$ cat config.mk
export PLATFORM = sky130hd
export DESIGN_NAME = add_sub_seq_flat
export DESIGN_NICKNAME = d
export VERILOG_FILES = /design/src/rtl/add_sub_seq_pkg.sv /design/src/rtl/add_sub_seq_if.sv /design/src/rtl/add_sub_seq_slice.sv /design/src/rtl/add_sub_seq.sv /design/src/flat_wrapper.sv
export SDC_FILE = /design/constraint.sdc
export NUM_CORES = 1
export LEC_CHECK = 0
export ABC_AREA = 1
export CORE_MARGIN = 5
export CORE_UTILIZATION = 55
export DETAILED_ROUTE_END_ITERATION = 8
export PLACE_DENSITY = 0.91
export SETUP_SLACK_MARGIN = 0.05
export SYNTH_ARGS = -nofsm -noshare
export SYNTH_HDL_FRONTEND = slang
export SYNTH_SLANG_ARGS = --single-unit
$ cat constraint.sdc
create_clock -name clk -period 7.2 [get_ports clk]
set_clock_uncertainty 0.2 [all_clocks]
set_input_delay 0.72 -clock clk [delete_from_list [all_inputs] [get_ports clk]]
set_output_delay 0.72 -clock clk [all_outputs]
set_load 0.005 [all_outputs]
$ cat src/rtl/add_sub_seq_pkg.sv
// ----------------------------------------------------------------------------
// add_sub_seq_pkg
// Shared definitions for the sequential multi-byte add/subtract engine:
//   - operation encodings (same as the single-cycle ADD_SUB block)
//   - FSM state encodings
//   - signed-overflow helper used when the final byte is produced
// ----------------------------------------------------------------------------
package add_sub_seq_pkg;

    localparam logic OP_ADD = 1'b0;
    localparam logic OP_SUB = 1'b1;

    localparam int BYTE_W = 8;

    typedef enum logic [1:0] {
        ST_IDLE = 2'd0,
        ST_RUN  = 2'd1,
        ST_DONE = 2'd2
    } state_e;

    // Two's-complement overflow: both operands (B already conditionally
    // inverted) agree in sign but the sum's sign differs from them.
    function automatic logic signed_ovf(input logic a_msb,
                                        input logic b_msb,
                                        input logic s_msb);
        return (a_msb == b_msb) && (s_msb != a_msb);
    endfunction

endpackage

$ cat src/rtl/add_sub_seq_if.sv
// ----------------------------------------------------------------------------
// add_sub_seq_if
// Request/response bundle of the add/sub engine.
//   request : in_valid, in_ready, in_a, in_b, add_or_sub
//   response: out_valid, out_ready, out_res, out_c, out_v, out_z
// modport master : issue side (drives requests, consumes responses)
// modport slave  : engine side
// ----------------------------------------------------------------------------
interface add_sub_seq_if #(parameter int W = 32);

    logic         in_valid;
    logic         in_ready;
    logic [W-1:0] in_a;
    logic [W-1:0] in_b;
    logic         add_or_sub;

    logic         out_valid;
    logic         out_ready;
    logic [W-1:0] out_res;
    logic         out_c;
    logic         out_v;
    logic         out_z;

    modport master (
        output in_valid, in_a, in_b, add_or_sub, out_ready,
        input  in_ready, out_valid, out_res, out_c, out_v, out_z
    );

    modport slave (
        input  in_valid, in_a, in_b, add_or_sub, out_ready,
        output in_ready, out_valid, out_res, out_c, out_v, out_z
    );

endinterface

$ cat src/rtl/add_sub_seq_slice.sv
// ----------------------------------------------------------------------------
// add_sub_slice
// Combinational 8-bit carry-chained add/subtract slice.
//   a, b   : operand bytes
//   sub    : OP_SUB inverts b (caller supplies cin=1 on the first byte)
//   cin    : carry from the previous byte
//   s      : sum byte
//   cout   : carry out (for subtract, 1 means no borrow)
//   a_msb  : bit 7 of a
//   b_msb  : bit 7 of the effective (possibly inverted) b, for overflow
// ----------------------------------------------------------------------------
module add_sub_slice
    import add_sub_seq_pkg::*;
(
    input  logic [7:0] a,
    input  logic [7:0] b,
    input  logic       sub,
    input  logic       cin,
    output logic [7:0] s,
    output logic       cout,
    output logic       a_msb,
    output logic       b_msb
);

    logic [7:0] b_eff;
    logic [8:0] sum;

    // Conditional inversion of B followed by a 9-bit add that exposes carry.
    always_comb begin
        b_eff = (sub == OP_SUB) ? ~b : b;
        sum   = {1'b0, a} + {1'b0, b_eff} + {8'b0000_0000, cin};
        s     = sum[7:0];
        cout  = sum[8];
        a_msb = a[7];
        b_msb = b_eff[7];
    end

endmodule

$ cat src/rtl/add_sub_seq.sv
// ----------------------------------------------------------------------------
// add_sub_seq
// Multi-byte sequential add/subtract engine. One byte per cycle, LSB first,
// through add_sub_slice. Result and C/V/Z flags are published on a
// valid/ready response port.
//   clk    : rising-edge clock
//   rst_n  : asynchronous active-low reset
//   bus    : add_sub_seq_if.slave (request and response handshakes)
// Timing: accept edge -> NBYTES RUN edges (one byte each) -> DONE. The first
// DONE edge publishes result and flags (Z is taken from the completed result
// register), so out_valid rises NBYTES+1 edges after the accept edge.
// ----------------------------------------------------------------------------
module add_sub_seq
    import add_sub_seq_pkg::*;
#(
    parameter int NBYTES = 4
) (
    input  logic          clk,
    input  logic          rst_n,
    add_sub_seq_if.slave  bus
);

    localparam int W    = BYTE_W * NBYTES;
    localparam int IDXW = (NBYTES > 1) ? $clog2(NBYTES) : 1;
    localparam logic [IDXW-1:0] IDX_LAST = IDXW'(NBYTES - 1);
    localparam logic [IDXW-1:0] IDX_ONE  = IDXW'(1);

    state_e          state_q,     state_d;
    logic [IDXW-1:0] idx_q,       idx_d;
    logic [W-1:0]    a_sh_q,      a_sh_d;
    logic [W-1:0]    b_sh_q,      b_sh_d;
    logic [W-1:0]    res_sh_q,    res_sh_d;
    logic            op_q,        op_d;
    logic            carry_q,     carry_d;
    logic            v_fin_q,     v_fin_d;
    logic            in_ready_q,  in_ready_d;
    logic            out_valid_q, out_valid_d;
    logic [W-1:0]    out_res_q,   out_res_d;
    logic            out_c_q,     out_c_d;
    logic            out_v_q,     out_v_d;
    logic            out_z_q,     out_z_d;

    logic [7:0]      slice_s;
    logic            slice_cout;
    logic            slice_a_msb;
    logic            slice_b_msb;
    logic [W-1:0]    res_shifted;

    // The slice always works on the low byte of the operand shift registers.
    add_sub_slice u_slice (
        .a     (a_sh_q[7:0]),
        .b     (b_sh_q[7:0]),
        .sub   (op_q),
        .cin   (carry_q),
        .s     (slice_s),
        .cout  (slice_cout),
        .a_msb (slice_a_msb),
        .b_msb (slice_b_msb)
    );

    // New sum byte enters at the top of the result register; after NBYTES
    // shifts byte 0 has reached the bottom.
    generate
        if (NBYTES == 1) begin : g_res_one
            assign res_shifted = slice_s;
        end else begin : g_res_multi
            assign res_shifted = {slice_s, res_sh_q[W-1:8]};
        end
    endgenerate

    // Next-state and datapath logic for the IDLE/RUN/DONE sequencer.
    always_comb begin
        state_d     = state_q;
        idx_d       = idx_q;
        a_sh_d      = a_sh_q;
        b_sh_d      = b_sh_q;
        res_sh_d    = res_sh_q;
        op_d        = op_q;
        carry_d     = carry_q;
        v_fin_d     = v_fin_q;
        in_ready_d  = in_ready_q;
        out_valid_d = out_valid_q;
        out_res_d   = out_res_q;
        out_c_d     = out_c_q;
        out_v_d     = out_v_q;
        out_z_d     = out_z_q;

        case (state_q)
            ST_IDLE: begin
                if (bus.in_valid && in_ready_q) begin
                    a_sh_d     = bus.in_a;
                    b_sh_d     = bus.in_b;
                    op_d       = bus.add_or_sub;
                    // Subtract is A + ~B + 1, so the op bit doubles as carry-in.
                    carry_d    = bus.add_or_sub;
                    idx_d      = {IDXW{1'b0}};
                    in_ready_d = 1'b0;
                    state_d    = ST_RUN;
                end else begin
                    in_ready_d = 1'b1;
                end
            end

            ST_RUN: begin
                a_sh_d     = a_sh_q >> 4'd8;
                b_sh_d     = b_sh_q >> 4'd8;
                res_sh_d   = res_shifted;
                carry_d    = slice_cout;
                in_ready_d = 1'b0;
                if (idx_q == IDX_LAST) begin
                    v_fin_d = signed_ovf(slice_a_msb, slice_b_msb, slice_s[7]);
                    idx_d   = {IDXW{1'b0}};
                    state_d = ST_DONE;
                end else begin
                    idx_d   = idx_q + IDX_ONE;
                end
            end

            ST_DONE: begin
                in_ready_d = 1'b0;
                if (!out_valid_q) begin
                    // Publish everything together so out_* only ever change
                    // alongside the rising edge of out_valid.
                    out_valid_d = 1'b1;
                    out_res_d   = res_sh_q;
                    out_c_d     = carry_q;
                    out_v_d     = v_fin_q;
                    out_z_d     = (res_sh_q == {W{1'b0}});
                end else if (bus.out_ready) begin
                    out_valid_d = 1'b0;
                    in_ready_d  = 1'b1;
                    state_d     = ST_IDLE;
                end else begin
                    out_valid_d = 1'b1;
                end
            end

            default: begin
                state_d     = ST_IDLE;
                idx_d       = {IDXW{1'b0}};
                in_ready_d  = 1'b1;
                out_valid_d = 1'b0;
            end
        endcase
    end

    // State and output registers; reset aborts any op in flight.
    always_ff @(posedge clk or negedge rst_n) begin
        if (!rst_n) begin
            state_q     <= ST_IDLE;
            idx_q       <= {IDXW{1'b0}};
            a_sh_q      <= {W{1'b0}};
            b_sh_q      <= {W{1'b0}};
            res_sh_q    <= {W{1'b0}};
            op_q        <= OP_ADD;
            carry_q     <= 1'b0;
            v_fin_q     <= 1'b0;
            in_ready_q  <= 1'b1;
            out_valid_q <= 1'b0;
            out_res_q   <= {W{1'b0}};
            out_c_q     <= 1'b0;
            out_v_q     <= 1'b0;
            out_z_q     <= 1'b0;
        end else begin
            state_q     <= state_d;
            idx_q       <= idx_d;
            a_sh_q      <= a_sh_d;
            b_sh_q      <= b_sh_d;
            res_sh_q    <= res_sh_d;
            op_q        <= op_d;
            carry_q     <= carry_d;
            v_fin_q     <= v_fin_d;
            in_ready_q  <= in_ready_d;
            out_valid_q <= out_valid_d;
            out_res_q   <= out_res_d;
            out_c_q     <= out_c_d;
            out_v_q     <= out_v_d;
            out_z_q     <= out_z_d;
        end
    end

    assign bus.in_ready  = in_ready_q;
    assign bus.out_valid = out_valid_q;
    assign bus.out_res   = out_res_q;
    assign bus.out_c     = out_c_q;
    assign bus.out_v     = out_v_q;
    assign bus.out_z     = out_z_q;

endmodule
$ cat src/flat_wrapper.sv
// flat-port wrapper written by rule: the top's interface ports become plain ports
module add_sub_seq_flat import add_sub_seq_pkg::*;
#(
    parameter int NBYTES = 4
)
  (clk, rst_n, bus_in_valid, bus_in_a, bus_in_b, bus_add_or_sub, bus_out_ready, bus_in_ready, bus_out_valid, bus_out_res, bus_out_c, bus_out_v, bus_out_z);
  add_sub_seq_if bus_i ();
  input  logic clk;
  input  logic rst_n;
  input wire logic [$bits(bus_i.in_valid)-1:0] bus_in_valid;
  input wire logic [$bits(bus_i.in_a)-1:0] bus_in_a;
  input wire logic [$bits(bus_i.in_b)-1:0] bus_in_b;
  input wire logic [$bits(bus_i.add_or_sub)-1:0] bus_add_or_sub;
  input wire logic [$bits(bus_i.out_ready)-1:0] bus_out_ready;
  output wire logic [$bits(bus_i.in_ready)-1:0] bus_in_ready;
  output wire logic [$bits(bus_i.out_valid)-1:0] bus_out_valid;
  output wire logic [$bits(bus_i.out_res)-1:0] bus_out_res;
  output wire logic [$bits(bus_i.out_c)-1:0] bus_out_c;
  output wire logic [$bits(bus_i.out_v)-1:0] bus_out_v;
  output wire logic [$bits(bus_i.out_z)-1:0] bus_out_z;
  assign bus_i.in_valid = bus_in_valid;
  assign bus_i.in_a = bus_in_a;
  assign bus_i.in_b = bus_in_b;
  assign bus_i.add_or_sub = bus_add_or_sub;
  assign bus_i.out_ready = bus_out_ready;
  assign bus_in_ready = bus_i.in_ready;
  assign bus_out_valid = bus_i.out_valid;
  assign bus_out_res = bus_i.out_res;
  assign bus_out_c = bus_i.out_c;
  assign bus_out_v = bus_i.out_v;
  assign bus_out_z = bus_i.out_z;
  add_sub_seq #(.NBYTES(NBYTES)) u_core (.clk(clk), .rst_n(rst_n), .bus(bus_i));
endmodule
==> summary.md <==
The flow ran to the end, and the final reports show no timing, DRC or antenna violations. For this design, the sink count on the clock tree is 140. In the final design database the tool counted 884 nets. The most used flip-flop cell after synthesis is sky130_fd_sc_hd__dfrtp_1. Setup repair after global routing left no endpoint under its margin.

The tools report the worst max-slew margin expressed relative to the limit as 27.4%. For this configuration, the core starts out at a cell density of 55.9%. The slowest stage of the critical path belongs to the cell sky130_fd_sc_hd__buf_4. The transition time at the pin with the least slew margin was 1.08 ns; the register bit total from synthesis was 140. The overall die area was 13800 um^2.

For this design the static power due to leakage is 3.72 nW. The cell area after placement is 7320 um^2. The number of hold violations in the final report is 0, and the power per cell area is 523 nW/um^2. Summed over all nets, the half-perimeter wirelength after detailed placement is 9.44 mm.

Counting instances in the post-synthesis netlist gives the leading cell types as 180 x sky130_fd_sc_hd__nand2_1, 139 x sky130_fd_sc_hd__dfrtp_1, 110 x sky130_fd_sc_hd__o21ai_0, 90 x sky130_fd_sc_hd__inv_1, 31 x sky130_fd_sc_hd__nand3_1. The logs give 24.3 mm for the first-pass GRT wire length and 103 for the pin count of the biggest net entering global routing. The number of post-CTS setup repair buffers is 0, and the largest stage delay on the critical path is 0.67 ns.

In this run the cell area of the synthesized design comes to 6360 um^2. The count of flip-flops with a built-in enable after synthesis works out to 0. The number of max-capacitance violations reported is 0, and the number of top-level design ports is 106. The slack of the critical path is 4.43 ns, and the average footprint of a synthesized cell is 8.86 um^2. For the setup-violating endpoint count in the final report, the log shows 0. The initial antenna violation count is 0. The final-report max-slew violation count is 0, and the first-pass iteration count of the detailed router is 5.

The ratio of cells with drive above 1 in the final layout was 5.99%. Number of warnings printed during yosys synthesis: 0. Share of the cycle needed by the critical path after routing: 38.5%.

The min-delay analysis places its worst path in the category in -> async. The number of standard-cell rows in the floorplan was 39. The tightest hold path in the finished design has a slack of 0.0574 ns. The tools report the master cell of the clock root buffer as sky130_fd_sc_hd__clkbuf_16.

Buffers placed on the I/O ports in this run total 105. The routability congestion estimate from global placement came out at 0.894. The cell that appears most often on the critical path is sky130_fd_sc_hd__nand2_2.

For this design, the CTS-stage hold fixing added 0 buffers. The number of cells produced by synthesis was 718; the residual DRC count was 0. Of all nets on the critical path, the largest fanout is 102.

Fraction of registers with async set/reset: 100%. Relative to the synthesized area, the layout overhead comes to 25.3%. The repair_antennas step left the layout with diodes totalling 0. The global-route usage over all layers came out at 21.4%. The core region is 11400 um^2.

The wire length per cell is 15.1 um. The width of the chip works out to 118 um. The routed layout has 5156 vias. STA puts the critical path data required time at 7.32 ns. Traced cell by cell, the critical path runs through clkdlybuf4s50_1, nand2_1, nand2_2, nand2_2, inv_2, buf_4, o211ai_1, o21ai_1.

The endpoint arrival time on the critical path is 2.90 ns, and the number of logic stages on the critical path including buffering is 8. Setup slack on the worst reg-to-reg path comes out at 4.63 ns. After synthesis, the netlist uses 29 different library cells.

The proportion of netlist area held by the largest area contributor was 54.7%; the number of nets with antenna violations after routing was 0. Measured along the y axis, the die boundary spans 118 um. Via count of the first global-routing pass: 5177. The highest clock frequency the design can meet was 360 MHz.

Clock latency on the worst-skew pair, taken at its later pin, is 0.41 ns. Measured in cells, the most critical reg-to-reg path has a length of 9. The run gives 7970 um^2 as the final design area excluding fillers. The violation count after the first detailed-route iteration was 435.

For this run the aggregate overflow at the end of global routing stands at 0. The post-route minimum period is 2.77 ns. TritonCTS built the clock tree. Count of buffering cells on the critical path with inverters included: 3. After clock tree synthesis, the clock-pin slew on the worst setup and hold paths is 0.06 ns. No sink is reached through more buffers than the 2 on the longest clock path. sky130_fd_sc_hd__nand2_1 is the most common cell in the netlist. The final routed wirelength across all metal layers is 14.5 mm. The tools report the maximum level of the CTS H-tree as 4.

The worst setup path is captured at a register. Sequential elements use 55.1% of the synthesized area. Gates resized during post-CTS repair numbered 0. The run gives 797 as the synthesized net count. The maximum ir drop on the vdd rail was 322 uV. The vias per cell came out at 5.37. sky130_fd_sc_hd__dfrtp_1 takes more of the synthesized area than any other cell. TritonCTS created 17 clock buffers. The critical path is of the in -> reg type. STA classifies the critical path startpoint as an input pin. At the placement stage, the worst setup path has a slack of 4.10 ns. By area the synthesized netlist is led by sky130_fd_sc_hd__dfrtp_1 55%, sky130_fd_sc_hd__nand2_1 11%, sky130_fd_sc_hd__o21ai_0 8.7%, sky130_fd_sc_hd__inv_1 5.3%, sky130_fd_sc_hd__o211ai_1 2.6%. Among cell families on the critical path, the largest total delay comes from buffers and inverters. After routing, the total negative slack on setup checks comes to 0 ns.
worst paths after layout:
kind                                startpoint                     to
max                               bus_in_valid      u_core.b_sh_q[21]
min reg2reg                u_core.res_sh_q[28]    u_core.res_sh_q[20]
min                                      rst_n  u_core.bus.out_res[2]
min in group clk           u_core.res_sh_q[28]    u_core.res_sh_q[20]
max in group asynchronous                rst_n       u_core.b_sh_q[1]
max reg2reg                        u_core.op_q    u_core.res_sh_q[30]
per-layer routing:
layer | wire length (um) | global-route usage, % | up-vias
met5 | 0 | 0 | -
li1 | - | - | 2485
met3 | 838 | 6.15 | 31
met1 | 5930 | 25.3 | 2467
met2 | 7390 | 37.2 | 173
met4 | 391 | 7.46 | 0
sequential cells by signal, summed over array words and instances, names as in the netlist, 2 cells and up:
name,count
u_core.res_sh_q,32
u_core.a_sh_q,32
u_core.b_sh_q,32
u_core.state_q,2
u_core.bus.out_res,32
u_core.idx_q,2
worst register-to-register path: cells and delay by family, from the launching register on:
kind / cells / cell delay, ns
buf+inv: 1 / 0.12
fa+ha+maj: 2 / 0.90
flops: 1 / 0.58
simple gates: 5 / 0.45
xor+xnor: 1 / 0.21
where the power goes:
group / internal (mW) / total [mW] / switching, mW
clock network: 0.611 / 0.944 / 0.333
logic: 0.696 / 1.86 / 1.17
registers: 1.16 / 1.36 / 0.198
cells in the final DEF, fill, tap and decap left out:
cell,count
sky130_fd_sc_hd__xor2_1,6
sky130_fd_sc_hd__clkinvlp_4,1
sky130_fd_sc_hd__inv_2,4
sky130_fd_sc_hd__o22ai_1,1
sky130_fd_sc_hd__clkinv_4,4
sky130_fd_sc_hd__nor2_2,2
sky130_fd_sc_hd__clkbuf_16,17
sky130_fd_sc_hd__nand2_1,180
sky130_fd_sc_hd__inv_6,2
sky130_fd_sc_hd__nand4_1,7
sky130_fd_sc_hd__nand3_1,31
sky130_fd_sc_hd__clkbuf_8,3
sky130_fd_sc_hd__fa_1,2
sky130_fd_sc_hd__o211ai_1,22
sky130_fd_sc_hd__buf_6,1
sky130_fd_sc_hd__a211oi_1,1
sky130_fd_sc_hd__o21ai_0,110
sky130_fd_sc_hd__bufinv_16,4
sky130_fd_sc_hd__nor2_1,23
sky130_fd_sc_hd__inv_1,90
sky130_fd_sc_hd__nor2_4,1
sky130_fd_sc_hd__clkinv_2,1
sky130_fd_sc_hd__mux2i_1,1
sky130_fd_sc_hd__dfstp_2,1
sky130_fd_sc_hd__ha_1,8
sky130_fd_sc_hd__dfrtp_1,139
sky130_fd_sc_hd__o21ai_1,22
sky130_fd_sc_hd__mux2_4,1
sky130_fd_sc_hd__xnor2_1,3
sky130_fd_sc_hd__a31oi_1,13
sky130_fd_sc_hd__clkdlybuf4s50_1,104
sky130_fd_sc_hd__nand2_2,3
sky130_fd_sc_hd__buf_4,4
sky130_fd_sc_hd__a21oi_1,6
layout make-up:
type                    instances  area [um^2]
flip-flops and latches        140         3500
multi-input cells             443         2200
repair buffers                109         1080
clock buffers                  20          467
well taps                     143          179
clock inverters                12          185
fillers                       821         3400
inverters                      94          353
logic make-up (layout without fill, tap and decap cells):
kind of cell / after synthesis / in the layout / share of synthesized area [%]
flops: 140 / 140 / 55.1
buf+inv: 135 / 235 / 10.3
simple gates: 247 / 247 / 15.8
compound gates: 175 / 175 / 14.9
xor+xnor: 9 / 9 / 1.24
mux: 2 / 2 / 0.393
fa+ha+maj: 10 / 10 / 2.20
metrics by stage:
| step | instances | power [mW] | utilization [%] |
|---|---|---|---|
| after global routing | 961 | 4.53 | 70.1 |
| after floorplan | 718 | 2.80 | - |
| after detailed placement | 929 | 3.19 | 64.4 |
| after CTS | 961 | 4.18 | 70.1 |
| after global placement | 929 | 3.08 | 64.4 |
| final | 961 | 4.17 | 70.1 |
Note: power is estimated with default switching activity, not from simulation.
